--- src/rtl/matrix_pkg.sv ---
// Shared definitions for the matrix-multiply loop sequencer: state encoding,
// default index width and the derived address width.
package matrix_pkg;

    localparam int DIM_W_DEFAULT = 4;

    typedef enum logic [2:0] {
        ST_IDLE  = 3'd0,
        ST_CLEAR = 3'd1,
        ST_MAC   = 3'd2,
        ST_WRITE = 3'd3,
        ST_DONE  = 3'd4
    } state_t;

    // Address is {row_index, col_index}, each field DIM_W bits wide.
    function automatic int addr_w(input int dim_w);
        return 2 * dim_w;
    endfunction

endpackage

--- src/rtl/loop_idx_counter.sv ---
// One loop index: counts 0..limit-1, wraps to 0 when stepped on its last value.
module loop_idx_counter
    import matrix_pkg::*;
#(
    parameter int DIM_W = DIM_W_DEFAULT
) (
    input  logic             clk,
    input  logic             reset,
    input  logic             clear,
    input  logic             enable,
    input  logic [DIM_W:0]   limit,
    output logic [DIM_W-1:0] idx,
    output logic             last
);

    logic [DIM_W-1:0] idx_q, idx_d;

    // Compared at DIM_W+1 bits so a limit of 2**DIM_W ends at the all-ones index.
    assign last = ({1'b0, idx_q} == limit - 1'b1);
    assign idx  = idx_q;

    // NOTE: idx_d gets a default before any branch so no path leaves it unassigned (no latch).
    always_comb begin
        idx_d = idx_q;
        if (clear) begin
            idx_d = '0;
        end else if (enable) begin
            idx_d = last ? '0 : idx_q + 1'b1;
        end
    end

    // NOTE: state is updated with non-blocking assignments so every flop samples pre-edge values.
    always_ff @(posedge clk or negedge reset) begin
        if (!reset) begin
            idx_q <= '0;
        end else begin
            idx_q <= idx_d;
        end
    end

endmodule

--- src/rtl/matrix_seq_ctrl.sv ---
// Loop sequencer for one C = A x B job: walks i/j/k and strobes the MAC datapath.
// Define MATRIX_SEQ_PERF_EN to add the saturating busy-cycle counter output cycle_cnt.
module matrix_seq_ctrl
    import matrix_pkg::*;
#(
    parameter  int DIM_W  = DIM_W_DEFAULT,
    localparam int ADDR_W = addr_w(DIM_W)
) (
    input  logic              clk,
    input  logic              reset,
    input  logic              start,
    input  logic [DIM_W:0]    dim_m,
    input  logic [DIM_W:0]    dim_k,
    input  logic [DIM_W:0]    dim_n,
    input  logic              stall,
    output logic              busy,
    output logic              done,
    output logic              err,
    output logic [ADDR_W-1:0] a_addr,
    output logic [ADDR_W-1:0] b_addr,
    output logic [ADDR_W-1:0] c_addr,
    output logic              mac_clear,
    output logic              mac_en,
`ifdef MATRIX_SEQ_PERF_EN
    output logic              c_we,
    output logic [31:0]       cycle_cnt
`else
    output logic              c_we
`endif
);

    localparam logic [DIM_W:0] MAX_DIM = {1'b1, {DIM_W{1'b0}}};

    state_t           state_q, state_d;
    logic [DIM_W:0]   dim_m_q, dim_k_q, dim_n_q;
    logic             err_q;
    logic             accept;
    logic             bad_dims;
    logic [DIM_W-1:0] i_idx, j_idx, k_idx;
    logic             i_last, j_last, k_last;

    assign accept   = (state_q == ST_IDLE) && start;
    assign bad_dims = (dim_m == '0) || (dim_m > MAX_DIM) ||
                      (dim_k == '0) || (dim_k > MAX_DIM) ||
                      (dim_n == '0) || (dim_n > MAX_DIM);

    always_ff @(posedge clk or negedge reset) begin
        if (!reset) begin
            state_q <= ST_IDLE;
            err_q   <= 1'b0;
            dim_m_q <= '0;
            dim_k_q <= '0;
            dim_n_q <= '0;
        end else begin
            state_q <= state_d;
            if (accept) begin
                err_q   <= bad_dims;
                dim_m_q <= dim_m;
                dim_k_q <= dim_k;
                dim_n_q <= dim_n;
            end
        end
    end

    always_comb begin
        state_d   = state_q;
        busy      = 1'b0;
        done      = 1'b0;
        mac_clear = 1'b0;
        mac_en    = 1'b0;
        c_we      = 1'b0;
        unique case (state_q)
            ST_IDLE: begin
                if (start) state_d = bad_dims ? ST_DONE : ST_CLEAR;
            end
            ST_CLEAR: begin
                busy      = 1'b1;
                mac_clear = 1'b1;
                state_d   = ST_MAC;
            end
            ST_MAC: begin
                busy   = 1'b1;
                mac_en = !stall;
                if (!stall && k_last) state_d = ST_WRITE;
            end
            ST_WRITE: begin
                busy    = 1'b1;
                c_we    = 1'b1;
                state_d = (i_last && j_last) ? ST_DONE : ST_CLEAR;
            end
            ST_DONE: begin
                done    = 1'b1;
                state_d = ST_IDLE;
            end
            default: state_d = ST_IDLE;
        endcase
    end

    // Each counter wraps to 0 on its last value, so j rolls over exactly when i steps.
    loop_idx_counter #(.DIM_W(DIM_W)) u_i_cnt (
        .clk    (clk),
        .reset  (reset),
        .clear  (accept),
        .enable ((state_q == ST_WRITE) && j_last),
        .limit  (dim_m_q),
        .idx    (i_idx),
        .last   (i_last)
    );

    loop_idx_counter #(.DIM_W(DIM_W)) u_j_cnt (
        .clk    (clk),
        .reset  (reset),
        .clear  (accept),
        .enable (state_q == ST_WRITE),
        .limit  (dim_n_q),
        .idx    (j_idx),
        .last   (j_last)
    );

    loop_idx_counter #(.DIM_W(DIM_W)) u_k_cnt (
        .clk    (clk),
        .reset  (reset),
        .clear  (accept || (state_q == ST_CLEAR)),
        .enable ((state_q == ST_MAC) && !stall),
        .limit  (dim_k_q),
        .idx    (k_idx),
        .last   (k_last)
    );

    assign a_addr = {i_idx, k_idx};
    assign b_addr = {k_idx, j_idx};
    assign c_addr = {i_idx, j_idx};
    assign err    = err_q;

`ifdef MATRIX_SEQ_PERF_EN
    logic [31:0] cycle_cnt_q;

    always_ff @(posedge clk or negedge reset) begin
        if (!reset) begin
            cycle_cnt_q <= '0;
        end else if (accept) begin
            cycle_cnt_q <= '0;
        end else if (busy && (cycle_cnt_q != '1)) begin
            cycle_cnt_q <= cycle_cnt_q + 32'd1;
        end
    end

    assign cycle_cnt = cycle_cnt_q;
`endif

endmodule

--- config.mk ---
export PLATFORM = sky130hd
export DESIGN_NAME = matrix_seq_ctrl
export DESIGN_NICKNAME = d
export VERILOG_FILES = /design/src/rtl/matrix_pkg.sv /design/src/rtl/loop_idx_counter.sv /design/src/rtl/matrix_seq_ctrl.sv
export SDC_FILE = /design/constraint.sdc
export NUM_CORES = 1
export LEC_CHECK = 0
export ABC_AREA = 1
export BUFFER_PORTS_ARGS = -buffer_cell sky130_fd_sc_hd__buf_2
export CELL_PAD_IN_SITES_DETAIL_PLACEMENT = 0
export CELL_PAD_IN_SITES_GLOBAL_PLACEMENT = 1
export CORE_MARGIN = 8
export CORE_UTILIZATION = 38
export CTS_CLUSTER_DIAMETER = 100
export CTS_CLUSTER_SIZE = 28
export DETAILED_ROUTE_END_ITERATION = 6
export GPL_TIMING_DRIVEN = 0
export PLACE_DENSITY = 0.87
export SYNTH_ARGS = -nofsm -noshare
export SYNTH_HDL_FRONTEND = slang
export SYNTH_SLANG_ARGS = --single-unit
--- constraint.sdc ---
create_clock -name clk -period 2 [get_ports clk]
set_input_delay 0.3 -clock clk [delete_from_list [all_inputs] [get_ports clk]]
set_output_delay 0.3 -clock clk [all_outputs]
set_load 0.02 [all_outputs]
* After elaboration in Yosys (flattened, before gate mapping)
Cells that the tools add are included.
** Cells by class
- $add $sub $neg :: 6
- Order comparisons :: 3
- Equal/unequal tests :: 9
- Mux-type cells :: 19
- Reductions and logical operators :: 21
** Operators by type and width (count)
- $mux 4 :: 9
- $eq 4x5->1 :: 3
- $gt 5x5->1 const B :: 3
- $logic_not 5->1 :: 3
- $sub 5x1->5 const B :: 3
- $add 4x1->4 const B :: 3
- $mux 3 :: 4
- $pmux 3 s4 :: 1
- $eq 3x2->1 const B :: 2
- $logic_or 1x1->1 :: 6
- $reduce_bool 2->1 :: 3
- $logic_and 1x1->1 :: 5
- $mux 1 :: 5
- $ne 2x2->1 const B :: 2
- $eq 3x1->1 const B :: 1
- $eq 3x3->1 const B :: 1
- $logic_not 3->1 :: 1
- $reduce_or 3->1 :: 1
- $reduce_and 2->1 :: 1
- $logic_not 1->1 :: 1
** Word-level totals
- Register bits :: 31
- Bits of input ports :: 19
- Output and inout bits :: 30
- Word-level logic and storage cells :: 66

* Logic depth before layout (Yosys ltp)
Gate-level depths: netlist of run 1.
- Depth in word-level cells :: 9
- Depth in mapped cells :: 12

* Hierarchy
From an unflattened synthesis of run 1, not the netlist that was laid out.
** Unflattened totals
- Cells, all modules :: 325
- Area, all modules :: 2197.1 µm²
** Modules (own cells, without submodules)
- loop_idx_counter :: times used 3, cells each 65, area an instance 389.1 µm², sequential area each 100.1 µm²
- matrix_seq_ctrl :: times used 1, cells each 130, area an instance 1029.7 µm², sequential area each 475.5 µm²

* Worst setup path after synthesis of run 1
OpenSTA, ideal clock, no wires.
- Kind :: flip-flop to flip-flop
- From :: reg state_q[2]
- To :: reg u_k_cnt.idx_q[0], in the netlist u_k_cnt.idx[0]
- Data arrival time :: 1.451 ns
- Required time :: 1.866 ns
- Path slack :: 0.415 ns
- Stages on the path, launching flop included :: 8
- Cells stage by stage :: dfrtp_1 buf_2 nor3_1 nor2_1 nand2_1 inv_1 nand2_1 o21ai_1
** Between the ends
- Longest elaborated chain between the ends :: 4
- Elaborated cells on any way between the ends :: 8
- Those cells by class :: eq/ne: 2; mux: 1; reduce/logical: 5
** RTL lines
- from (decl) :: RTL line matrix_seq_ctrl.sv:34 : state_t state_q, state_d;
- from (signal assigned) :: RTL line matrix_seq_ctrl.sv:55 : state_q <= state_d;
- $logic_not 3->1 :: RTL line matrix_seq_ctrl.sv:42 : assign accept = (state_q == ST_IDLE) && start;
- $logic_and 1x1->1 :: RTL line matrix_seq_ctrl.sv:42
- $logic_or 1x1->1 :: RTL line matrix_seq_ctrl.sv:123 : .clear (accept || (state_q == ST_CLEAR)),
- $mux 4 / $reduce_bool 2->1 (equally long branches)
- to (signal assigned) :: RTL line loop_idx_counter.sv:37 : idx_q <= idx_d;
- to (decl) :: RTL line loop_idx_counter.sv:16 : logic [DIM_W-1:0] idx_q, idx_d;
Several ways; a longest one is shown, not always the timed one.
A chain may end at the register's enable or synchronous reset.

* Worst setup path in the final report of run 1
- From :: reg state_q[2]
- To :: out c_we
** Between the ends
- Longest elaborated chain between the ends :: 2
** RTL lines
- $eq 3x2->1 :: RTL line matrix_seq_ctrl.sv:72 : unique case (state_q)
- $mux 1 :: RTL line matrix_seq_ctrl.sv:72
- to (decl) :: RTL line matrix_seq_ctrl.sv:28 : output logic c_we
No other way between the ends.

==> results of run 1 <==
worst min path at each step:
stage | startpoint | endpoint | slack [ns] | depth (start not counted)
2_1_floorplan | reset | dim_k_q[0] | 0.004 | 0
3_3_place_gp | reset | u_k_cnt.idx[3] | 0.40 | 1
3_5_place_dp | reset | u_k_cnt.idx[3] | 0.41 | 1
4_1_cts | reset | u_k_cnt.idx[3] | 0.09 | 1
5_1_grt | reset | u_k_cnt.idx[3] | 0.12 | 1
6_report | reset | u_k_cnt.idx[2] | 0.06 | 1
area by class of cell:
type / count / share of cell area (%)
Inverter: 46 / 6.81
Sequential cell: 31 / 30.6
Clock inverter: 2 / 1.38
Multi-Input combinational cell: 211 / 40.6
Clock buffer: 6 / 3.26
Tap cell: 72 / 3.55
Buffer: 16 / 4.34
Timing Repair Buffer: 48 / 9.48
routing by layer:
metal,track usage (%),vias up,share of wire [%]
li1,-,1047,-
met1,15.3,863,48
met2,20.9,38,46
met3,4.07,6,5.2
met4,4.44,0,1.3
met5,0,-,0
stage by stage:
stage                     setup WS, ns  cells
after CTS                        0.164    432
after global routing            0.0521    432
after global placement           0.279    424
final                            0.164    432
after floorplan                  0.415    304
after detailed placement         0.283    424
registers in the layout (all words and copies together), names as in the netlist:
| register | count |
|---|---|
| u_k_cnt.idx | 4 |
| u_j_cnt.idx | 4 |
| state_q | 3 |
| dim_k_q | 5 |
| dim_n_q | 5 |
| dim_m_q | 5 |
| u_i_cnt.idx | 4 |
| err | 1 |
cell families after synthesis:
logic type | count (synthesis)
DFF | 31
adders and majority gates | 6
and+or+nand+nor | 172
xor gates and xnor gates | 7
buffers and inverters | 62
AOI/OAI and AO/OA | 26
critical path, stage by stage, from the launching register on:
cell and delay (ns):
dfrtp_1 0.36, buf_2 0.18, nor3_4 0.45, buf_2 0.25
Yosys cell counts:
master,n
nand2_1,101
inv_1,43
dfrtp_1,31
nand3_1,31
nor2_1,25
o21ai_0,19
buf_4,12
ha_1,6
xor2_1,5
buf_2,4
a21oi_1,3
inv_2,3
o21ai_1,3
nand2_4,2
nand3b_1,2
nand4_1,2
nor3_1,2
nor3_4,2
xnor2_1,2
nor2_2,1
nor2_4,1
nor3_2,1
o22ai_1,1
or2_1,1
or2_2,1
where the power goes:
group | leakage, nW | switching [mW] | internal (mW)
combinational | 0.995 | 1.23 | 0.695
clock | 0.0612 | 0.261 | 0.403
sequential | 0.400 | 0.209 | 0.861
total | 1.46 | 1.70 | 1.96
==> results_tabular.tex, run 1 <==
\begin{tabular}{lr}
\hline
Metric & Value \\
\hline
\multicolumn{2}{l}{\textbf{Status}} \\
\quad Status & completed \\
\multicolumn{2}{l}{\textbf{Floorplanning}} \\
\quad Overall die area & 8120 um2 \\
\quad Cell Rows & 27 \\
\quad Initial standard-cell utilization of the core & about two fifths \\
\quad Core ar. & 5410 um2 \\
\quad Top-level port count & 49 \\
\quad Die span in x & 90.1 um \\
\quad Die boundary height & 90.1 um \\
\multicolumn{2}{l}{\textbf{Critical path}} \\
\quad Kind of end point of the critical path & primary output \\
\quad Data required, critical path & 1.70 ns \\
\quad CP Class & flop to primary output \\
\quad Nature of the critical path startpoint & flop \\
\quad Beginning of the worst register-to-register path & dim\_m\_q[0] \\
\quad Depth of the worst register-to-register path & 12 \\
\quad CP Data Arrival Time & roughly 1.5 ns \\
\quad Source of the critical timing path & state\_q[2] \\
\quad Flop2flop setup slack & 0.29 ns \\
\quad End point of the critical path & c\_we \\
\quad Maximum fanout encountered on the critical timing path & 9 \\
\quad FF-to-FF End & u\_i\_cnt.idx[0] \\
\multicolumn{2}{l}{\textbf{Routing}} \\
\quad Violation count after the first detailed-route iteration & 77 \\
\quad Detailed Route WL & about 5000 um \\
\quad DRC violations left & 0 \\
\quad 1st-pass router iterations & 4 \\
\quad Vias after detailed routing & $\sim$2k \\
\quad Remaining antenna violation count after routing & 0 \\
\quad Routed len/inst & 11.5 um \\
\quad Vias/cell & 4.52 \\
\multicolumn{2}{l}{\textbf{Logic synthesis}} \\
\quad Total standard cell area after synthesis & $\sim$2100 um2 \\
\quad Synthesized-area fraction occupied by ao, oa, aoi and oai cells & 6.29\% \\
\quad Xor/xnor share of the synthesized area & 2.94\% \\
\quad Number of warnings reported in the yosys synthesis log & 0 \\
\quad Number of instances in the synthesized netlist & approximately 300 \\
\quad Register bit count reported by yosys & 31 \\
\quad Sequential fraction of the synthesis area & between 30 and 40\% \\
\quad Number of nets in the synthesized netlist & between 300 and 400 \\
\quad Post-synthesis adder-cell area fraction & approximately 3.6\% \\
\quad Share of synthesized cell area in and, or, nand and nor gates & $\sim$36\% \\
\quad Cells taking the most area after synthesis & dfrtp\_1, nand2\_1, inv\_1, nand3\_1, o21ai\_0 \\
\quad Share of synthesized area spent on multiplexers & 0\% \\
\quad Syn avg cell area & about 6.9 um2 \\
\quad Distinct cell type count after synthesis & 25 \\
\quad Portion of synthesized cell area occupied by the leading cell type & 37.2\% \\
\quad Combinational family with the most area after synthesis & simple AND/OR/NAND/NOR gates \\
\quad Yosys top cell by area & dfrtp\_1 \\
\multicolumn{2}{l}{\textbf{Placement}} \\
\quad Area post-placement & 2420 um2 \\
\quad Quantity of I/O buffers inserted on ports & 48 \\
\quad Routability-driven placement congestion ratio & between 0.7 and 0.8 \\
\quad DP Wirelength & between 3000 and 4000 um \\
\multicolumn{2}{l}{\textbf{Timing}} \\
\quad Final worst-path cycle share & between 90\% and 100\% \\
\quad WHS & $\sim$0.058 ns \\
\quad Unrepaired setup endpoints after global routing & false \\
\quad Post-Route Setup TNS & 0 ns \\
\quad Setup clock skew after layout & $\sim$0.013 ns \\
\quad Slew at the pin closest to its max-slew limit & $\sim$0.74 ns \\
\quad Number of setup violations in the final report & 0 \\
\quad Final count of hold timing violations & 0 \\
\quad Time the worst path needs with I/O delays and setup & between 1.5 and 2 ns \\
\quad Total count of max-transition violations in the final report & 0 \\
\quad Fmax & about 540 MHz \\
\quad Headroom to the max-slew limit & between 50\% and 60\% \\
\multicolumn{2}{l}{\textbf{GRT}} \\
\quad Initial antenna violation count & 0 \\
\quad First-pass GRT wire length & around 8700 um \\
\quad Global route overflow & 0 \\
\quad Maximum number of pins on one net before global-route repair & 32 \\
\quad GRT Util Overall & 12.8\% \\
\quad Number of global-route vias before repair & between 1.5k and 2k \\
\multicolumn{2}{l}{\textbf{Clocking}} \\
\quad Post-CTS resize count & 0 \\
\quad Cell at the root of the clock tree & clkbuf\_8 \\
\quad Clock slew at the register clock pins of the worst setup and hold paths & about 0.08 ns \\
\quad Insertion delay to the later sink of the worst-skew pair & about 0.30 ns \\
\quad Total number of clock tree sinks & 31 \\
\quad Maximum buffer depth of the clock tree & 2 \\
\quad Deepest level of the CTS H-tree & 2 \\
\quad Hold buffer count at CTS & 0 \\
\quad Post CTS Setup Buffer Count & 0 \\
\quad Total clock buffers created by CTS & 5 \\
\quad Clock tree from TritonCTS & done \\
\multicolumn{2}{l}{\textbf{Final layout}} \\
\quad Filler cells & approximately 570 \\
\quad Finished Core Util & between 40 and 50\% \\
\quad Area added between synthesis and finish & 21.5\% \\
\quad Nets & around 380 \\
\quad Total area of multi-input combinational cells & slightly above 1000 um2 \\
\quad Final Cell Area & $\sim$2500 um2 \\
\quad Commonest cells after routing, fill and taps aside & nand2\_1, buf\_2, inv\_1 \\
\quad Share of cells above drive strength 1 & a little under a quarter \\
\quad Most common library cell in the layout ignoring fill and taps & nand2\_1 \\
\quad Sequential cell area & slightly below 800 um2 \\
\quad Final antenna diode count & 0 \\
\multicolumn{2}{l}{\textbf{Flow run}} \\
\quad Maxcap violations & 0 \\
\multicolumn{2}{l}{\textbf{Pwr}} \\
\quad Maximum resistive drop on vdd & around 0.57 mV \\
\quad Total design power & approximately 3.7 mW \\
\quad Leakage component of the power & about 1.5 nW \\
\quad Power density of the placed cells & around 1400 nW/um2 \\
\multicolumn{2}{l}{\textbf{Worst hold path}} \\
\quad Worst Hold Class & primary input to async pin \\
\hline
\end{tabular}
(Power assumes the default switching activity.)
==> inputs of run 2 (changes only) <==
==> constraint.sdc (replaced) <==
create_clock -name clk -period 2 [get_ports clk]
set_input_delay 0.3 -clock clk [delete_from_list [all_inputs] [get_ports clk]]
set_output_delay 0.3 -clock clk [all_outputs]
set_load 0.05 [all_outputs]
==> results_tabular.tex, run 2 (same netlist as run 1, synthesis figures left out) <==
\begin{tabular}{lr}
\hline
Metric & Value \\
\hline
\multicolumn{2}{l}{\textbf{Critical path}} \\
\quad CP Data Arrival Time & 1.54 ns \\
\quad Nature of the critical path startpoint & flop \\
\quad CP Class & flop to primary output \\
\quad Flop2flop setup slack & approximately 0.27 ns \\
\quad Source of the critical timing path & state\_q[2] \\
\quad Depth of the worst register-to-register path & 12 \\
\quad Data required, critical path & 1.70 ns \\
\quad Maximum fanout encountered on the critical timing path & 7 \\
\quad FF-to-FF End & u\_i\_cnt.idx[2] \\
\quad Beginning of the worst register-to-register path & dim\_m\_q[0] \\
\quad Kind of end point of the critical path & primary output \\
\multicolumn{2}{l}{\textbf{Placement}} \\
\quad Area post-placement & between 2000 and 2500 um2 \\
\quad Routability-driven placement congestion ratio & just under 0.8 \\
\quad Post-placement setup slack & between 0.2 and 0.3 ns \\
\quad DP Wirelength & a little under 4000 um \\
\quad Quantity of I/O buffers inserted on ports & 48 \\
\multicolumn{2}{l}{\textbf{Timing}} \\
\quad Total count of max-transition violations in the final report & 0 \\
\quad Final worst-path cycle share & between 90\% and 100\% \\
\quad Post-Route Setup TNS & 0 ns \\
\quad Fmax & roughly 540 MHz \\
\quad Slew at the pin closest to its max-slew limit & between 0.7 and 0.8 ns \\
\quad Unrepaired setup endpoints after global routing & false \\
\quad Final count of hold timing violations & 0 \\
\quad Headroom to the max-slew limit & between 50\% and 60\% \\
\quad Setup clock skew after layout & approximately 0.0073 ns \\
\quad Time the worst path needs with I/O delays and setup & about 1.8 ns \\
\quad Final WS setup & roughly 0.16 ns \\
\quad Number of setup violations in the final report & 0 \\
\multicolumn{2}{l}{\textbf{Final layout}} \\
\quad Nets & just under 400 \\
\quad Commonest cells after routing, fill and taps aside & nand2\_1, buf\_2, inv\_1 \\
\quad Leading registers by flop count & dim\_k\_q (5), dim\_m\_q (5), dim\_n\_q (5) \\
\quad Filler cells & slightly below 600 \\
\quad Finished Core Util & approximately 47\% \\
\quad Final Cell Area & 2550 um2 \\
\quad Share of cells above drive strength 1 & about a quarter \\
\quad Total area of multi-input combinational cells & between 1000 and 1500 um2 \\
\quad Area added between synthesis and finish & 22.1\% \\
\quad Final antenna diode count & 0 \\
\quad Sequential cell area & 776 um2 \\
\quad Most common library cell in the layout ignoring fill and taps & nand2\_1 \\
\multicolumn{2}{l}{\textbf{Clocking}} \\
\quad Cell at the root of the clock tree & clkbuf\_8 \\
\quad Maximum buffer depth of the clock tree & 2 \\
\quad Clock tree from TritonCTS & done \\
\quad Insertion delay to the later sink of the worst-skew pair & 0.28 ns \\
\quad Total clock buffers created by CTS & 5 \\
\quad Clock slew at the register clock pins of the worst setup and hold paths & $\sim$0.07 ns \\
\quad Total number of clock tree sinks & 31 \\
\quad Hold buffer count at CTS & 0 \\
\quad Deepest level of the CTS H-tree & 2 \\
\multicolumn{2}{l}{\textbf{GRT}} \\
\quad First-pass GRT wire length & 8690 um \\
\quad Initial antenna violation count & 0 \\
\quad Global route overflow & 0 \\
\quad GRT Util Overall & 12.9\% \\
\quad Maximum number of pins on one net before global-route repair & 32 \\
\quad Number of global-route vias before repair & between 1.5k and 2k \\
\multicolumn{2}{l}{\textbf{Floorplanning}} \\
\quad Die span in x & 90.1 um \\
\quad Core ar. & $\sim$5400 um2 \\
\quad Cell Rows & 27 \\
\quad Overall die area & 8120 um2 \\
\quad Initial standard-cell utilization of the core & 38.6\% \\
\quad Die boundary height & around 90 um \\
\quad Top-level port count & a little under 50 \\
\multicolumn{2}{l}{\textbf{Routing}} \\
\quad 1st-pass router iterations & 4 \\
\quad Remaining antenna violation count after routing & 0 \\
\quad Routed len/inst & approximately 12 um \\
\quad Vias after detailed routing & $\sim$2.0k \\
\quad Violation count after the first detailed-route iteration & 81 \\
\quad Vias/cell & between 4 and 5 \\
\quad DRC violations left & 0 \\
\quad Detailed Route WL & about 5000 um \\
\multicolumn{2}{l}{\textbf{Worst hold path}} \\
\quad Worst Hold Class & primary input to async pin \\
\multicolumn{2}{l}{\textbf{Status}} \\
\quad Status & completed \\
\multicolumn{2}{l}{\textbf{Pwr}} \\
\quad Power density of the placed cells & $\sim$1500 nW/um2 \\
\quad Total design power & around 3.9 mW \\
\quad Maximum resistive drop on vdd & slightly below 0.6 mV \\
\quad Leakage component of the power & around 1.5 nW \\
\multicolumn{2}{l}{\textbf{Flow run}} \\
\quad Maxcap violations & 0 \\
\hline
\end{tabular}
==> run 2: changes by cell type in the layout (fill, tap and decap cells not counted) <==
cell | before | now
clkbuf_8 | 6 | 7
clkbuf_1 | 0 | 1
clkinv_2 | 1 | 0
bufinv_16 | 1 | 0
nor3_2 | 1 | 2
nor3_1 | 2 | 1
buf_2 | 52 | 51
buf_4 | 12 | 16
==> run 2: area by class of cell <==
class,count,share of cell area [%]
Sequential cell,31,30.5
Tap cell,72,3.54
Multi-Input combinational cell,211,40.6
Buffer,16,4.32
Inverter,46,6.78
Clock buffer,8,3.93
Timing Repair Buffer,51,10.4
==> run 2: what timing repair did <==
| item | CTS | global route |
|---|---|---|
| endpoints found under the setup margin | 0 | 2 |
| buffers inserted | 0 | 3 |
| gates resized for setup | 0 | 2 |
==> run 2: metrics by stage <==
stage / hold slack [ns] / cells
global route: 0.121 / 435
global placement: 0.400 / 424
floorplan: 0.00441 / 304
detailed placement: 0.402 / 424
CTS: 0.100 / 432
finish: 0.0718 / 435
==> run 2: worst max-delay path by stage <==
stage	endpoint	slack, ns
floorplan	u_k_cnt.idx[0]	0.26
global placement	u_i_cnt.idx[0]	0.29
detailed placement	u_i_cnt.idx[0]	0.29
CTS	c_we	0.08
global route	u_i_cnt.idx[2]	0.04
finish	mac_en	0.16
==> run 2: report_power, final <==
part | total [mW] | switching [mW] | internal [mW] | leakage, nW
Combinational | 2.27 | 1.57 | 0.703 | 1.01
Sequential | 1.08 | 0.216 | 0.861 | 0.400
Clock | 0.554 | 0.240 | 0.314 | 0.0515
Total | 3.90 | 2.02 | 1.88 | 1.47
==> run 2: worst max-delay path: stages (launching register included) <==
cell	delay, ns
dfrtp_1	0.35
buf_2	0.18
nor3_2	0.22
inv_1	0.10
nor2_2	0.17
buf_4	0.23
==> run 2: metal layers <==
| metal | track usage [%] | vias to the layer above | wire [um] |
|---|---|---|---|
| met2 | 20.7 | 45 | 2230 |
| met4 | 4.58 | 0 | 60 |
| met1 | 16.0 | 899 | 2510 |
| met5 | 0 | - | 0 |
| met3 | 3.66 | 7 | 242 |
| li1 | - | 1052 | - |
==> inputs of run 3 (changes only) <==
Settings changed: PLACE_DENSITY 0.87 to not set, PLACE_DENSITY_LB_ADDON set to 0.1, SETUP_SLACK_MARGIN set to 0.3.
Clock period 2 ns to 1.9 ns, I/O delays scaled along.
==> results_tabular.tex, run 3 (same netlist as run 1, synthesis figures left out) <==
\begin{tabular}{lr}
\hline
Metric & Value \\
\hline
\multicolumn{2}{l}{\textbf{Clocking}} \\
\quad Maximum buffer depth of the clock tree & 2 \\
\quad Insertion delay to the later sink of the worst-skew pair & between 0.2 and 0.3 ns \\
\quad Clock tree from TritonCTS & done \\
\quad Total number of clock tree sinks & 31 \\
\quad Total clock buffers created by CTS & 5 \\
\quad Clock slew at the register clock pins of the worst setup and hold paths & 0.07 ns \\
\quad Cell at the root of the clock tree & clkbuf\_8 \\
\quad Hold buffer count at CTS & 0 \\
\quad Deepest level of the CTS H-tree & 2 \\
\multicolumn{2}{l}{\textbf{Floorplanning}} \\
\quad Core ar. & 5410 um2 \\
\quad Overall die area & a little over 8000 um2 \\
\quad Top-level port count & $\sim$50 \\
\quad Initial standard-cell utilization of the core & between 30\% and 40\% \\
\quad Cell Rows & 27 \\
\quad Die span in x & between 90 and 100 um \\
\quad Die boundary height & $\sim$90 um \\
\multicolumn{2}{l}{\textbf{Critical path}} \\
\quad Maximum fanout encountered on the critical timing path & 3 \\
\quad CP Data Arrival Time & 1.35 ns \\
\quad FF-to-FF End & u\_i\_cnt.idx[2] \\
\quad Nature of the critical path startpoint & flop \\
\quad Data required, critical path & around 1.6 ns \\
\quad Source of the critical timing path & state\_q[1] \\
\quad Depth of the worst register-to-register path & 12 \\
\quad Flop2flop setup slack & 0.32 ns \\
\quad Kind of end point of the critical path & primary output \\
\quad Beginning of the worst register-to-register path & dim\_n\_q[0] \\
\quad CP Class & flop to primary output \\
\multicolumn{2}{l}{\textbf{Routing}} \\
\quad Remaining antenna violation count after routing & 0 \\
\quad Vias/cell & $\sim$4.6 \\
\quad Vias after detailed routing & 2,027 \\
\quad Detailed Route WL & roughly 5400 um \\
\quad 1st-pass router iterations & 4 \\
\quad Violation count after the first detailed-route iteration & between 60 and 70 \\
\quad DRC violations left & 0 \\
\quad Routed len/inst & $\sim$12 um \\
\multicolumn{2}{l}{\textbf{Timing}} \\
\quad Setup clock skew after layout & between 0.006 and 0.007 ns \\
\quad Headroom to the max-slew limit & roughly 50\% \\
\quad Final count of hold timing violations & 0 \\
\quad Final worst-path cycle share & 86.3\% \\
\quad Slew at the pin closest to its max-slew limit & $\sim$0.76 ns \\
\quad Unrepaired setup endpoints after global routing & true \\
\quad Final WS setup & between 0.2 and 0.3 ns \\
\quad Fmax & 610 MHz \\
\quad Post-Route Setup TNS & 0 ns \\
\quad Number of setup violations in the final report & 0 \\
\quad Total count of max-transition violations in the final report & 0 \\
\quad Time the worst path needs with I/O delays and setup & roughly 1.6 ns \\
\multicolumn{2}{l}{\textbf{GRT}} \\
\quad Initial antenna violation count & 0 \\
\quad GRT Util Overall & about an eighth \\
\quad First-pass GRT wire length & 8890 um \\
\quad Global route overflow & 0 \\
\quad Number of global-route vias before repair & about 1.9k \\
\quad Maximum number of pins on one net before global-route repair & 32 \\
\multicolumn{2}{l}{\textbf{Placement}} \\
\quad Post-placement setup slack & $\sim$0.15 ns \\
\quad Quantity of I/O buffers inserted on ports & 48 \\
\quad Routability-driven placement congestion ratio & 0.768 \\
\quad Placed Cells & $\sim$420 \\
\quad DP Wirelength & around 4000 um \\
\multicolumn{2}{l}{\textbf{Pwr}} \\
\quad Leakage component of the power & around 1.5 nW \\
\quad Maximum resistive drop on vdd & approximately 0.65 mV \\
\quad Power density of the placed cells & between 1500 and 2000 nW/um2 \\
\quad Total design power & 4.61 mW \\
\multicolumn{2}{l}{\textbf{Final layout}} \\
\quad Final antenna diode count & 0 \\
\quad Most common library cell in the layout ignoring fill and taps & nand2\_1 \\
\quad Commonest cells after routing, fill and taps aside & nand2\_1, buf\_2, inv\_1 \\
\quad Share of cells above drive strength 1 & around a third \\
\quad Area added between synthesis and finish & 34.1\% \\
\quad Finished Core Util & approximately 52\% \\
\quad Nets & a little under 400 \\
\quad Non-filler instance count after layout & 445 \\
\quad Leading registers by flop count & dim\_k\_q (5), dim\_m\_q (5), dim\_n\_q (5) \\
\multicolumn{2}{l}{\textbf{Status}} \\
\quad Status & completed \\
\multicolumn{2}{l}{\textbf{Worst hold path}} \\
\quad Worst Hold Class & primary input to async pin \\
\multicolumn{2}{l}{\textbf{Flow run}} \\
\quad Maxcap violations & 0 \\
\hline
\end{tabular}
==> run 3: changes by cell type in the layout (fill, tap and decap cells not counted), sizes merged <==
cell | before | now
clkbuf | 8 | 10
buf | 67 | 75
==> run 3: worst max path at each step <==
stage                     end  slack [ns]  cells past startpoint
2_1_floorplan  u_j_cnt.idx[0]        0.25                      7
3_3_place_gp   u_i_cnt.idx[0]        0.15                     12
3_5_place_dp   u_i_cnt.idx[1]        0.15                     12
4_1_cts                mac_en        0.19                      5
5_1_grt            state_q[2]        0.18                     11
6_report               mac_en        0.26                      5
==> run 3: worst max-delay path, stage by stage, from the launching register on <==
cell and delay [ns]:
dfrtp_2 0.43, inv_2 0.08, nor3_4 0.20, inv_2 0.08, nor2_4 0.14, buf_8 0.16
==> run 3: what timing repair did <==
item                       in CTS  in global routing
resized for setup              11                 37
setup endpoints to repair      10                 34
pin swaps                       6                 15
buffers inserted                2                 11
==> run 3: cell type report <==
type | instances | area, um2
buffer | 16 | 119
clock buffer | 8 | 100
fill | 563 | 2610
inverter | 46 | 175
multi-input combinational | 211 | 1170
sequential | 31 | 777
tap | 72 | 90.1
timing repair buffer | 61 | 367
==> run 3: through the flow <==
stage	hold WS [ns]	instance area, um2
5_1_grt	0.115	2800
2_1_floorplan	-0.0106	2110
3_3_place_gp	0.398	2440
6_report	0.0635	2800
4_1_cts	0.0824	2600
3_5_place_dp	0.397	2440
==> run 3: routing by layer <==
metal	vias up	routed length [um]	track usage, %
li1	1071	-	-
met1	912	2550	16.3
met2	40	2570	21.6
met3	4	261	3.99
met4	0	44	3.74
met5	-	0	0
==> run 3: power breakdown <==
group	internal (mW)	switching (mW)	leakage, nW
clock	0.331	0.255	0.0515
combinational	1.03	1.84	1.08
sequential	0.908	0.242	0.398
